[src/rtl/dcache_ctrl.sv]
// Direct-mapped, write-through, no-write-allocate data cache controller in front of a
// block-oriented DataMem. Optional hit/miss counters are enabled with `define DCACHE_STATS_EN.
module dcache_ctrl #(
   parameter int unsigned ADDR_W  = 10,
   parameter int unsigned INDEX_W = 4
) (
   input  logic              clk,
   input  logic              rst_n,
   input  logic              cpu_read,
   input  logic              cpu_write,
   input  logic [ADDR_W-1:0] cpu_addr,
   input  logic [31:0]       cpu_wdata,
   output logic [31:0]       cpu_rdata,
   output logic              stall,
   output logic              mem_read,
   output logic              mem_write,
   output logic [ADDR_W-1:0] mem_addr,
   output logic [31:0]       mem_wdata,
   input  logic [127:0]      mem_block,
   input  logic              mem_ready
`ifdef DCACHE_STATS_EN
   ,
   output logic [15:0]       hit_count,
   output logic [15:0]       miss_count
`endif
);

   localparam int unsigned TAG_W = ADDR_W - INDEX_W - 2;
   localparam int unsigned LINES = 1 << INDEX_W;

   typedef enum logic [1:0] {StIdle, StRdMiss, StWrThru, StFill} state_e;

   state_e              state_q, state_d;
   logic [LINES-1:0]    valid_q;
   logic [TAG_W-1:0]    tag_q  [LINES];
   logic [31:0]         data_q [LINES][4];
   logic [ADDR_W-1:0]   lat_addr_q;
   logic                mem_read_q, mem_write_q;
   logic [ADDR_W-1:0]   mem_addr_q;
   logic [31:0]         mem_wdata_q;

   logic [TAG_W-1:0]    cpu_tag, lat_tag;
   logic [INDEX_W-1:0]  cpu_index, lat_index;
   logic [1:0]          cpu_off, lat_off;
   logic                cpu_hit, lat_hit;
   logic                accept_rd, accept_wr, fill_en, wr_done, wr_upd;

   assign cpu_tag   = cpu_addr[ADDR_W-1:INDEX_W+2];
   assign cpu_index = cpu_addr[INDEX_W+1:2];
   assign cpu_off   = cpu_addr[1:0];
   assign lat_tag   = lat_addr_q[ADDR_W-1:INDEX_W+2];
   assign lat_index = lat_addr_q[INDEX_W+1:2];
   assign lat_off   = lat_addr_q[1:0];
   assign cpu_hit   = valid_q[cpu_index] && (tag_q[cpu_index] == cpu_tag);
   assign lat_hit   = valid_q[lat_index] && (tag_q[lat_index] == lat_tag);

   assign mem_read  = mem_read_q;
   assign mem_write = mem_write_q;
   assign mem_addr  = mem_addr_q;
   assign mem_wdata = mem_wdata_q;

   always_comb begin
      state_d   = state_q;
      stall     = 1'b0;
      cpu_rdata = '0;
      accept_rd = 1'b0;
      accept_wr = 1'b0;
      fill_en   = 1'b0;
      wr_done   = 1'b0;
      wr_upd    = 1'b0;
      case (state_q)
         StIdle: begin
            // A simultaneous read and write is treated as a write.
            if (cpu_write) begin
               stall     = 1'b1;
               accept_wr = 1'b1;
               state_d   = StWrThru;
            end else if (cpu_read) begin
               if (cpu_hit) begin
                  cpu_rdata = data_q[cpu_index][cpu_off];
               end else begin
                  stall     = 1'b1;
                  accept_rd = 1'b1;
                  state_d   = StRdMiss;
               end
            end
         end
         StRdMiss: begin
            stall = 1'b1;
            if (mem_ready) begin
               fill_en = 1'b1;
               state_d = StFill;
            end
         end
         StFill: begin
            stall   = 1'b1;
            state_d = StIdle;
         end
         StWrThru: begin
            stall = 1'b1;
            if (mem_ready) begin
               wr_done = 1'b1;
               wr_upd  = lat_hit;
               state_d = StIdle;
            end
         end
         default: state_d = StIdle;
      endcase
      // CPU-facing outputs read as idle while reset is held.
      if (!rst_n) begin
         stall     = 1'b0;
         cpu_rdata = '0;
      end
   end

   always_ff @(posedge clk or negedge rst_n) begin
      if (!rst_n) begin
         state_q     <= StIdle;
         valid_q     <= '0;
         lat_addr_q  <= '0;
         mem_read_q  <= 1'b0;
         mem_write_q <= 1'b0;
         mem_addr_q  <= '0;
         mem_wdata_q <= '0;
      end else begin
         state_q <= state_d;
         if (accept_rd) begin
            lat_addr_q <= cpu_addr;
            mem_read_q <= 1'b1;
            mem_addr_q <= {cpu_addr[ADDR_W-1:2], 2'b00};
         end
         if (accept_wr) begin
            lat_addr_q  <= cpu_addr;
            mem_write_q <= 1'b1;
            mem_addr_q  <= cpu_addr;
            mem_wdata_q <= cpu_wdata;
         end
         if (fill_en) begin
            mem_read_q         <= 1'b0;
            valid_q[lat_index] <= 1'b1;
         end
         if (wr_done) begin
            mem_write_q <= 1'b0;
         end
      end
   end

   // Line storage is deliberately not reset; the valid bits guard it.
   always_ff @(posedge clk) begin
      if (fill_en) begin
         tag_q[lat_index] <= lat_tag;
         for (int k = 0; k < 4; k++) begin
            data_q[lat_index][k] <= mem_block[32*k +: 32];
         end
      end
      if (wr_upd) begin
         data_q[lat_index][lat_off] <= mem_wdata_q;
      end
   end

`ifdef DCACHE_STATS_EN
   logic replay_q, hit_ev, miss_ev;

   always_comb begin
      hit_ev  = 1'b0;
      miss_ev = 1'b0;
      if (state_q == StIdle) begin
         if (cpu_write) begin
            hit_ev  = cpu_hit;
            miss_ev = !cpu_hit;
         end else if (cpu_read) begin
            // The replayed read right after a fill was already counted as a miss.
            hit_ev  = cpu_hit && !replay_q;
            miss_ev = !cpu_hit;
         end
      end
   end

   always_ff @(posedge clk or negedge rst_n) begin
      if (!rst_n) begin
         replay_q   <= 1'b0;
         hit_count  <= '0;
         miss_count <= '0;
      end else begin
         replay_q <= (state_q == StFill);
         if (hit_ev && (hit_count != 16'hFFFF)) begin
            hit_count <= hit_count + 16'd1;
         end
         if (miss_ev && (miss_count != 16'hFFFF)) begin
            miss_count <= miss_count + 16'd1;
         end
      end
   end
`endif

endmodule

[config.mk]
export PLATFORM = sky130hd
export DESIGN_NAME = dcache_ctrl
export DESIGN_NICKNAME = d
export VERILOG_FILES = /design/src/rtl/dcache_ctrl.sv
export SDC_FILE = /design/constraint.sdc
export NUM_CORES = 2
export LEC_CHECK = 0
export BUFFER_PORTS_ARGS = -buffer_cell sky130_fd_sc_hd__buf_2
export CELL_PAD_IN_SITES_DETAIL_PLACEMENT = 1
export CELL_PAD_IN_SITES_GLOBAL_PLACEMENT = 1
export CORE_MARGIN = 10
export CORE_UTILIZATION = 50
export DETAILED_ROUTE_END_ITERATION = 12
export PLACE_DENSITY = 0.76
export SYNTH_ARGS = -nofsm -noshare
export SYNTH_HDL_FRONTEND = slang
export SYNTH_SLANG_ARGS = --single-unit
[constraint.sdc]
create_clock -name clk -period 4.4 [get_ports clk]
set_input_delay 0.88 -clock clk [delete_from_list [all_inputs] [get_ports clk]]
set_output_delay 0.88 -clock clk [all_outputs]
set_load 0.005 [all_outputs]
==> flow_summary.yaml <==
outcome:
  status: "complete, but fails checks"
  violations: "negative setup slack"
floorplan:
  initial_core_util: 0.504
  core_um2: 170000
  die_h_um: 434
  fp-row-count: 151
  die_area_um2: 189000
  ios: 252
  die_w_um: 434
global_route:
  track_usage: 0.290
  antenna_found_initial: 14
  met1_usage: 0.372
  grt-ovfl-total: 0
  grt.busiest_layer: "met2"
  grt_max_degree: 49
  grt_pass1_wl_um: 381000
  grt_use_met3: 0.0578
  first_global_vias: 47545
  use_met2: 0.474
clock_tree:
  cts_buffer_depth: 3
  clock-sinks: 2176
  cts_tree: "yes"
  clock_latency_ns: 0.87
  clk_pin_slew_ns: 0.06
  numCtsBuffers: 207
  cts_htree_levels: 4
  clockRootBuffer: "clkbuf_16"
final_layout:
  area_growth_pct: 17.8
  nets: 4491
  layout_commonest_cell: "edfxtp_1"
  fillers: 14057
  mostFrequentLayoutCells: "edfxtp_1 (2112), mux4_2 (681), buf_2 (244)"
  drive_above_1_share: 0.399
  final_cell_area_um2: 101000
logic_synthesis:
  ys_seq_area_frac: 0.758
  synthAdderAreaFrac: 0
  synth-compound-area-share: 0.00944
  synth_area_um2: 85800
  synthXorXnorAreaFrac: 0.00163
  ys.flop_type: "edfxtp_1"
  yosys.area_share.simple: 0.0166
  avgSynthCellArea_um2: 23.1
  syn_nets: 3890
  synth_top_area_cell: "edfxtp_1"
  synth-seq-cells: 2176
  synth.area.mux_share: 0.202
  synth.distinct_cells: 53
  synth_top_area_frac: 0.739
  synth_edf_count: 2112
  yosysWarnings: 0
  synthTopCellsByArea: "edfxtp_1 (74%), mux4_2 (18%), dfrtp_1 (1.9%), mux2_2 (1.2%), mux2i_1 (0.62%)"
  synth_top_family_by_area: "multiplexers"
  syn-instance-count: 3715
  async_flop_share: 0.0294
timing:
  period_minus_slack_ns: 4.61
  setup_ws_ns: -0.207
  hold_violations: 0
  finalMaxSlewViolations: 0
  slew_headroom: 0.189
  fmax_mhz: 217
  setup_viol: 21
  post-route-period-util: 1.05
  rsz0062_at_grt: "yes"
  setup-tns-final_ns: -1.47
  clock_skew_ns: 0.0347
  worst_pin_slew_ns: 1.22
critical_path:
  worstPathArrival_ns: 3.73
  crit_path_end_kind: "output port"
  path_max_fanout: 8
  worstPathRequired_ns: 3.52
  critPathKind: "reg -> out"
  cp-start-kind: "flop"
pwr:
  p_leak_nw: 32.6
  p_total_mw: 47.4
  peakVddDrop_mv: 0.450
  power_density_nw_per_um2: 469
detailed_routing:
  vias_per_cell: 6.82
  detail-route-antenna-nets: 0
  drt_iter0_markers: 6627
  vias: 45773
  wirelength_um: 275000
  post_drt_wl_per_cell_um: 41.0
  drc: 0
  firstDrtPassIters: 5
placement:
  gp_congestion: 0.860
  dpl_cell_area_um2: 93100
  port_buffers: 251
  hpwlAfterDp_um: 159000
hold_path:
  hold_path_class: "in -> reg"
run:
  cap_violations: 0
[final cells by class]
cell class	instances	area, um2	area share
sequential	2176	65000	0.643
multi-input combinational	1310	20400	0.202
timing repair buffer	612	6160	0.0609
clock buffer	258	5500	0.0544
tap	2218	2780	0.0275
clock inverter	125	1140	0.0113
inverter	9	33.8	0.000334
antenna	2	5.00	0.0000495
[metrics by stage]
step	hold WS [ns]	worst slack, ns	instances	utilization
2_1_floorplan	0.448	0.0860	3715	-
3_3_place_gp	0.466	-0.729	6254	0.548
3_5_place_dp	0.483	-0.733	6254	0.548
4_1_cts	0.180	-0.0808	6666	0.591
5_1_grt	0.208	-0.137	6709	0.594
6_report	0.215	-0.207	6710	0.594
[flip-flops by register name, summed over array words and instances (netlist names)]
signal      count
mem_wdata      32
lat_addr_q     10
state_q         2
valid_q        16
mem_write       1
data_q       2048
mem_read        1
tag_q          64
mem_addr        2
[layer usage]
metal	wire (um)	up-vias
met2	136000	3512
met1	93500	24462
li1	-	17013
met5	55	-
met3	28900	778
met4	16600	8
[critical path, stage by stage (launching register included)]
cell and delay, ns:
edfxtp_1 0.47, mux4_2 0.53, mux2i_2 0.24, xor2_1 0.26
a32o_1 0.21, nand4_1 0.13, buf_6 0.19, buf_12 0.15
buf_12 0.15, a211oi_4 0.33, buf_2 0.20
[worst paths after layout]
| path | slack, ns | cells past startpoint | start | end |
|---|---|---|---|---|
| worst max-delay path | -0.21 | 10 | tag_q[2][2] | cpu_rdata[17] |
| worst min register to register | 0.50 | 1 | mem_read | mem_read |
| worst max register to register | 0.16 | 9 | lat_addr_q[2] | data_q[15][8] |
| worst min-delay path | 0.21 | 3 | cpu_wdata[27] | mem_wdata[27] |
| min in group asynchronous | 0.52 | 2 | rst_n | mem_read |
| max in group asynchronous | 2.75 | 3 | rst_n | mem_wdata[5] |
[what timing repair did]
| item | CTS | global route |
|---|---|---|
| hold endpoints to repair | 20 | 0 |
| setup endpoints to repair | 32 | 600 |
| cloned | 10 | 4 |
| setup buffers | 19 | 40 |
| resized for setup | 59 | 22 |
| hold buffers | 1 | 0 |
| pin swaps | 6 | 5 |
[report_power, final]
| part | switching [mW] | total (mW) | internal [mW] | leakage (nW) |
|---|---|---|---|---|
| combinational | 3.23 | 5.26 | 2.03 | 9.61 |
| clock | 7.87 | 17.8 | 9.91 | 3.26 |
| sequential | 0.895 | 24.3 | 23.4 | 19.7 |
| total | 12.0 | 47.4 | 35.4 | 32.6 |
[cell usage after synthesis (all sizes together) (13+ instances only)]
library cell  count
a211oi           29
nor2             90
mux4            681
clkbuf           78
o21ai            13
xor2             14
mux2i            53
nor2b            39
a31oi            13
mux2            129
buf             142
nand2           141
or2              15
edfxtp         2112
dfrtp            64
[cell families (layout without fill, tap and decap cells)]
kind of cell | Yosys count | after routing
xor+xnor | 16 | 16
mux | 863 | 863
flops | 2176 | 2176
simple gates | 321 | 321
buf+inv | 229 | 1004
other cells | 0 | 2
compound gates | 110 | 110
No activity file was read; power rests on OpenSTA's default activity.
